<file path="src/rtl/fifo_ram.sv">
// Simple dual-port storage array for sync_fifo: one write port and one
// read port with a registered output. The output register clears on reset.
module fifo_ram #(
    parameter int WIDTH = 8,
    parameter int AW    = 2
) (
    input  logic             clk,
    input  logic             rst_n,
    input  logic             we,
    input  logic [AW-1:0]    waddr,
    input  logic [WIDTH-1:0] wdata,
    input  logic             re,
    input  logic [AW-1:0]    raddr,
    output logic [WIDTH-1:0] rdata
);

    localparam int DEPTH = 1 << AW;

    logic [WIDTH-1:0] mem_q [DEPTH];
    logic [WIDTH-1:0] rdata_q;

    // The array has no reset so that it can map onto plain RAM cells.
    always_ff @(posedge clk) begin
        if (we) begin
            mem_q[waddr] <= wdata;
        end
    end

    // The reset input is active-high despite its name.
    always_ff @(posedge clk) begin
        if (rst_n) begin
            rdata_q <= '0;
        end else if (re) begin
            rdata_q <= mem_q[raddr];
        end
    end

    assign rdata = rdata_q;

endmodule

</file>
<file path="src/rtl/sync_fifo.sv">
// Single-clock byte FIFO with a registered read port. The pointers carry an
// extra wrap bit so that full and empty can be told apart without a counter.
module sync_fifo #(
    parameter int WIDTH    = 8,
    parameter int PTRWIDTH = 2
) (
    input  logic                clk,
    input  logic                rst_n,
    input  logic                valid,
    input  logic [WIDTH-1:0]    din,
    input  logic                load,
    output logic [WIDTH-1:0]    dout,
    output logic                fifo_valid,
    output logic                full,
    output logic                empty,
    output logic [PTRWIDTH:0]   usedw
);

    localparam logic [PTRWIDTH:0] PTR_ONE = 1;

    logic [PTRWIDTH:0] wr_ptr_q, wr_ptr_d;
    logic [PTRWIDTH:0] rd_ptr_q, rd_ptr_d;
    logic              fifo_valid_q;
    logic              wr_en;
    logic              rd_en;

    // Both acceptances are judged on the flags as they stand before the edge.
    assign wr_en = valid & ~full;
    assign rd_en = load & ~empty;

    assign usedw = wr_ptr_q - rd_ptr_q;
    assign empty = (wr_ptr_q == rd_ptr_q);
    assign full  = (wr_ptr_q[PTRWIDTH] != rd_ptr_q[PTRWIDTH]) &&
                   (wr_ptr_q[PTRWIDTH-1:0] == rd_ptr_q[PTRWIDTH-1:0]);

    always_comb begin
        wr_ptr_d = wr_ptr_q;
        rd_ptr_d = rd_ptr_q;
        if (wr_en) begin
            wr_ptr_d = wr_ptr_q + PTR_ONE;
        end
        if (rd_en) begin
            rd_ptr_d = rd_ptr_q + PTR_ONE;
        end
    end

    always_ff @(posedge clk) begin
        if (rst_n) begin
            wr_ptr_q     <= '0;
            rd_ptr_q     <= '0;
            fifo_valid_q <= 1'b0;
        end else begin
            wr_ptr_q     <= wr_ptr_d;
            rd_ptr_q     <= rd_ptr_d;
            fifo_valid_q <= rd_en;
        end
    end

    // A reset edge must not write the array either, so the stored words are
    // effectively discarded by the pointer reset alone.
    fifo_ram #(
        .WIDTH (WIDTH),
        .AW    (PTRWIDTH)
    ) u_ram (
        .clk   (clk),
        .rst_n (rst_n),
        .we    (wr_en & ~rst_n),
        .waddr (wr_ptr_q[PTRWIDTH-1:0]),
        .wdata (din),
        .re    (rd_en),
        .raddr (rd_ptr_q[PTRWIDTH-1:0]),
        .rdata (dout)
    );

    assign fifo_valid = fifo_valid_q;

endmodule

</file>
<file path="config.mk">
export PLATFORM = sky130hd
export DESIGN_NAME = sync_fifo
export DESIGN_NICKNAME = d
export VERILOG_FILES = /design/src/rtl/fifo_ram.sv /design/src/rtl/sync_fifo.sv
export SDC_FILE = /design/constraint.sdc
export NUM_CORES = 1
export LEC_CHECK = 0
export BUFFER_PORTS_ARGS = -buffer_cell sky130_fd_sc_hd__buf_2
export CAP_MARGIN = 20
export CELL_PAD_IN_SITES_DETAIL_PLACEMENT = 1
export CELL_PAD_IN_SITES_GLOBAL_PLACEMENT = 2
export CORE_MARGIN = 10
export CORE_UTILIZATION = 36
export CTS_CLUSTER_DIAMETER = 200
export DETAILED_ROUTE_END_ITERATION = 10
export PLACE_DENSITY_LB_ADDON = 0.1
export SYNTH_ARGS = -nofsm -noshare
export SYNTH_HDL_FRONTEND = slang
export SYNTH_SLANG_ARGS = --single-unit
</file>
<file path="constraint.sdc">
create_clock -name clk -period 2.4 [get_ports clk]
set_input_delay 0.12 -clock clk [delete_from_list [all_inputs] [get_ports clk]]
set_output_delay 0.12 -clock clk [all_outputs]
set_load 0.02 [all_outputs]
</file>
# Word level (Yosys, flattened, before mapping)

Memory sizes are Yosys's and may differ from the RTL's. A register that Yosys moved wholly into a read port is not among the register bits.
Index checks and enable logic that the tools add are counted.
W data, S select, Z words.

Add/sub/neg operators: 3
Eq/ne operators: 3
Muxes and demuxes: 2
Bitwise gates (word level): 6
Reduce and logical (&&, ||, !) cells: 1

Operators by type and width:

| kind                  | count |
|---|---|
| $add A3 B1 Y3 const B | 2 |
| $and A1 B1 Y1         | 3 |
| $eq A3 B3 Y1          | 1 |
| $not A1 Y1            | 3 |
| $sub A3 B3 Y3         | 1 |
| $eq A2 B2 Y1          | 1 |
| $mux W1               | 2 |
| $logic_and A1 B1 Y1   | 1 |
| $ne A1 B1 Y1          | 1 |

Flip-flop bits (word level): 7
RAM bits: 32
Input bits: 12
Output and inout port bits: 14
Word-level logic and storage cells: 19
Memories kept: 1

Memory list:

| memory      | words | width | rd ports | clocked after memory_dff | write ports | line           | text |
|---|---|---|---|---|---|---|---|
| u_ram.mem_q | 4     | 8     | 1        | 1                        | 1           | fifo_ram.sv:19 | `logic [WIDTH-1:0] mem_q [DEPTH];` |

# Logic depth before layout (Yosys ltp)

Word-level depth: 7
Depth in mapped cells: 7
Mapped depth without buffers: 6

# Modules after synthesis

A second synthesis with hierarchy kept.

Cell total of the unflattened synthesis: 144
Area total of the unflattened synthesis: 2031.9 um^2

By module, submodules not included:

| module    | instances | cells an instance | area each (um^2) | sequential area each (um^2) |
|---|---|---|---|---|
| fifo_ram  | 1         | 83                | 1505.2           | 1121.1 |
| sync_fifo | 1         | 61                | 526.8            | 140.1 |

# Worst setup path after synthesis

OpenSTA, ideal clock, no wires.

Path type: reg2reg
Start: reg rd_ptr_q[1]
End: mem u_ram.mem_q[0][0], enable pin
Library setup time: 0.332 ns
Arrival time: 1.976 ns
Required time: 2.068 ns
Setup slack: 0.092 ns
Cell stages (with the launch flop): 7
Buffers on the path: 1
Clock period less this slack: 2.308 ns
Path through: dfxtp_1 clkbuf_1 inv_1 ha_1 and2_1 a21boi_0 and3_1

Word-level cells in the longest chain between the ends: 7

Ends and longest elaborated chain:

| what                          | line            | text |
|---|---|---|
| from (decl)                   | sync_fifo.sv:22 | `logic [PTRWIDTH:0] rd_ptr_q, rd_ptr_d;` |
| from (signal assigned)        | sync_fifo.sv:54 | `rd_ptr_q <= rd_ptr_d;` |
| $eq A2 B2 Y1                  | sync_fifo.sv:34 | `(wr_ptr_q[PTRWIDTH-1:0] == rd_ptr_q[PTRWIDTH-1:0]);` |
| $logic_and A1 B1 Y1           | sync_fifo.sv:33 | `assign full = (wr_ptr_q[PTRWIDTH] != rd_ptr_q[PTRWIDTH]) &&` |
| $not A1 Y1                    | sync_fifo.sv:28 | `assign wr_en = valid & ~full;` |
| $and A1 B1 Y1                 | sync_fifo.sv:28 |  |
| $and A1 B1 Y1                 | sync_fifo.sv:67 | `.we (wr_en & ~rst_n),` |
| $mux W1                       | fifo_ram.sv:24  | `if (we) begin` |
| $mux W1 (implied by the code) | fifo_ram.sv:25  | `mem_q[waddr] <= wdata;` |
| to (decl)                     | fifo_ram.sv:19  |  |

Every way passes these cells.

# Worst setup path in the final report

Start: reg wr_ptr_q[0]
End: mem u_ram.mem_q[1][5], enable pin

Word-level cells in the longest chain between the ends: 7

Ends and longest elaborated chain:

| what                          | line            | text |
|---|---|---|
| from (decl)                   | sync_fifo.sv:21 | `logic [PTRWIDTH:0] wr_ptr_q, wr_ptr_d;` |
| from (signal assigned)        | sync_fifo.sv:53 | `wr_ptr_q <= wr_ptr_d;` |
| $eq A2 B2 Y1                  | sync_fifo.sv:34 |  |
| $logic_and A1 B1 Y1           | sync_fifo.sv:33 |  |
| $not A1 Y1                    | sync_fifo.sv:28 |  |
| $and A1 B1 Y1                 | sync_fifo.sv:28 |  |
| $and A1 B1 Y1                 | sync_fifo.sv:67 |  |
| $mux W1                       | fifo_ram.sv:24  |  |
| $mux W1 (implied by the code) | fifo_ram.sv:25  |  |

Several ways; a longest one is shown, not always the timed one.

==> metrics.yaml <==
status:
  status: "complete, no violations"
critical_path:
  worstPathCellList: "inv_1 > ha_1 > and2_1 > a21boi_0 > buf_4 > and3_1"
  reg2reg_to: "u_ram.mem_q[1][5]"
  r2r_cells: 6
  rr_startpoint: "wr_ptr_q[0]"
  r2r_slack_ns: 0.20
  critPathBufInv: 2
  cp-endpoint: "u_ram.mem_q[1][5]"
  required_ns: 2.36
  cp-end-kind: "register"
  cp.depth: 6
  setup.worst_path.start: "wr_ptr_q[0]"
  critPathMaxFanout: 8
  critical_path_arrival_ns: 2.16
  cpPeakStageDelay_ns: 0.42
  start_kind: "register"
  slowest_stage: "and3_1"
  crit_family: "simple AND/OR/NAND/NOR gates"
  worstSetupPathType: "reg2reg"
cts:
  clk_pin_slew_ns: 0.09
  cts_tree: "yes"
  clockRootBuffer: "clkbuf_8"
  post_cts_resized: 0
  postCtsSetupRepairBufs: 0
  clock_latency_ns: 0.30
  htree_num_levels: 2
  ctsHoldBuffers: 0
  numCtsBuffers: 5
  clockBufferDepth: 2
  clkSinkCount: 47
sta:
  max_freq_ghz: 0.4552
  setup_slack_ns: 0.2034
  min_period_ns: 2.197
  rsz0062_at_grt: "no"
  hold_ws_ns: 0.04373
  slew_headroom_pct: 59.77
  fin_setup_tns_ns: 0
  skew_ns: 0.005053
  hold_violations: 0
  tightest_slew_ns: 0.6022
  maxSlewViolCount: 0
  setup_viol: 0
  period_share_pct: 91.53
drt:
  drt_iter0_drc: 62
  via_per_inst: 5.246
  ant_nets: 0
  dr_wl_met2_mm: 2.252
  drc: 0
  num_vias: 1259
  met1_length_mm: 2.256
  met3_wirelength_um: 258
  dr.pass1.iters: 4
  avgRoutedWirePerCell_um: 19.92
  routed_wl_mm: 4.781
  routed.top_layer: "met4"
finish:
  design_area_um2: 2385
  fill_cells: 585
  multi_input_comb_area_um2: 734.5
  drive_gt1_share_pct: 27.38
  regArea_um2: 1261
  final_util_pct: 42.78
  nNetsFinal: 187
  antenna_cells: 0
  area.growth.synth_to_final_pct: 14.54
synth:
  synth.cell_area_um2: 2082
  yosys.area.top_type: "edfxtp_1"
  synth_seq_cells: 47
  synth_edf_count: 32
  synth_cells: 139
  synth_most_common_cell: "edfxtp_1"
  syn_nets: 159
  synth_common_cells: "edfxtp_1 (32), dfxtp_1 (15), inv_1 (11)"
  synth_top_cell_area_share_pct: 46.15
  synthFlopType: "edfxtp_1"
  synth_area_leaders: "edfxtp_1 (46%), dfxtp_1 (14%), mux4_2 (6.5%)"
  synth.avg_cell_area_um2: 14.98
  seq_area_frac_synth_pct: 60.58
  yosysWarningCount: 0
  ys_types: 31
  async_reset_ff_share_pct: 0
power:
  switching_share_pct: 33.95
  leakagePower_nw: 0.9430
  powerDensity_nw_per_um2: 892.5
  power_frac_clock_pct: 23.6
  p_sw_mw: 0.7225
  comb_power_share_pct: 30.2
  pwr-share-seq_pct: 46.2
  vdd_ir_drop_max_mv: 0.3962
  p_int_mw: 1.406
worst_hold_path:
  min_path_type: "in2reg"
  hold_depth: 1
placed_design:
  gp_congestion: 0.7212
  dp_hpwl_mm: 3.687
  port_buffers: 25
  dpl_worst_slack_ns: 0.2101
  postPlaceCellArea_um2: 2290
grt:
  grt_usage_pct: 10.69
  antenna_found_initial: 0
  grt_pass1_vias: 1315
  grt_max_degree: 23
  grt-ovfl-total: 0
  grt_pass1_wl_mm: 7.500
flow_run:
  maxCapViolCount: 0
die:
  ios: 26
  start_util_pct: 37.35
  die_w_um: 96.05
  fp.dieArea_um2: 9226
  core_area_um2: 5574
  rows: 27
  die_h_um: 96.05
[cell type report]
type,count,share of cell area [%]
clock buffers,5,2.886
clock inverters,3,1.102
inverters,11,1.731
multi-input cells,72,30.80
flip-flops and latches,47,52.89
well taps,72,3.778
repair buffers,30,6.821
[placed cells by master (no fill, tap or decap), types with 2 or more instances in the layout]
master / n
inv_6: 2
edfxtp_1: 32
a21boi_0: 2
nor2b_1: 2
nor2_1: 4
o211a_1: 6
and2_1: 2
buf_2: 25
a311o_1: 7
o2111ai_1: 3
inv_1: 11
mux4_1: 2
o211ai_1: 2
o311ai_0: 3
o31ai_1: 2
clkbuf_8: 5
dfxtp_1: 15
and3_1: 4
xnor2_1: 2
or3_1: 2
nand2_1: 2
buf_4: 5
mux2_2: 2
mux4_2: 6
nor3b_1: 6
ha_1: 7
[worst min path at each step]
stage | startpoint | to | slack (ns)
floorplan | din[0] | u_ram.mem_q[0][0] | 0.22
global placement | din[5] | u_ram.mem_q[2][5] | 0.35
detailed placement | din[2] | u_ram.mem_q[3][2] | 0.35
CTS | din[2] | u_ram.mem_q[3][2] | 0.03
global route | din[3] | u_ram.mem_q[3][3] | 0.03
finish | din[7] | u_ram.mem_q[0][7] | 0.04
[power groups by stage]
stage,Clock [mW],Combinational (mW),Sequential (mW)
6_report,0.503,0.642,0.983
5_1_grt,0.560,0.701,0.994
4_1_cts,0.524,0.654,0.984
3_5_place_dp,0,0.653,1.00
3_3_place_gp,0,0.632,0.997
2_1_floorplan,0,0.392,1.06
[through the flow]
step                instances  power [mW]
global placement          232       1.630
detailed placement        232       1.656
finish                    240       2.128
CTS                       240       2.162
global route              240       2.255
floorplan                 139       1.449
[sequential cells by signal, indices dropped and copies added (netlist names)]
name         flops
wr_ptr_q         3
rd_ptr_q         3
fifo_valid       1
u_ram.rdata      8
u_ram.mem_q     32
[routing by layer]
layer | global-route usage (%) | vias up
met5 | 0 | -
met4 | 2.211 | 0
met3 | 3.658 | 2
met2 | 16.54 | 24
met1 | 14.20 | 634
li1 | - | 599
[logic make-up (layout without fill, tap and decap cells)]
family | count (synthesis) | in the layout | synth area share, %
multiplexers | 10 | 10 | 10.10
buffers and inverters | 20 | 49 | 4.147
AO/OA/AOI/OAI | 28 | 28 | 11.96
XOR/XNOR | 3 | 3 | 1.262
AND/OR/NAND/NOR | 23 | 23 | 6.790
adder cells (fa/ha/maj) | 8 | 8 | 5.168
flip-flops | 47 | 47 | 60.58
No activity file was read; power rests on OpenSTA's default activity.
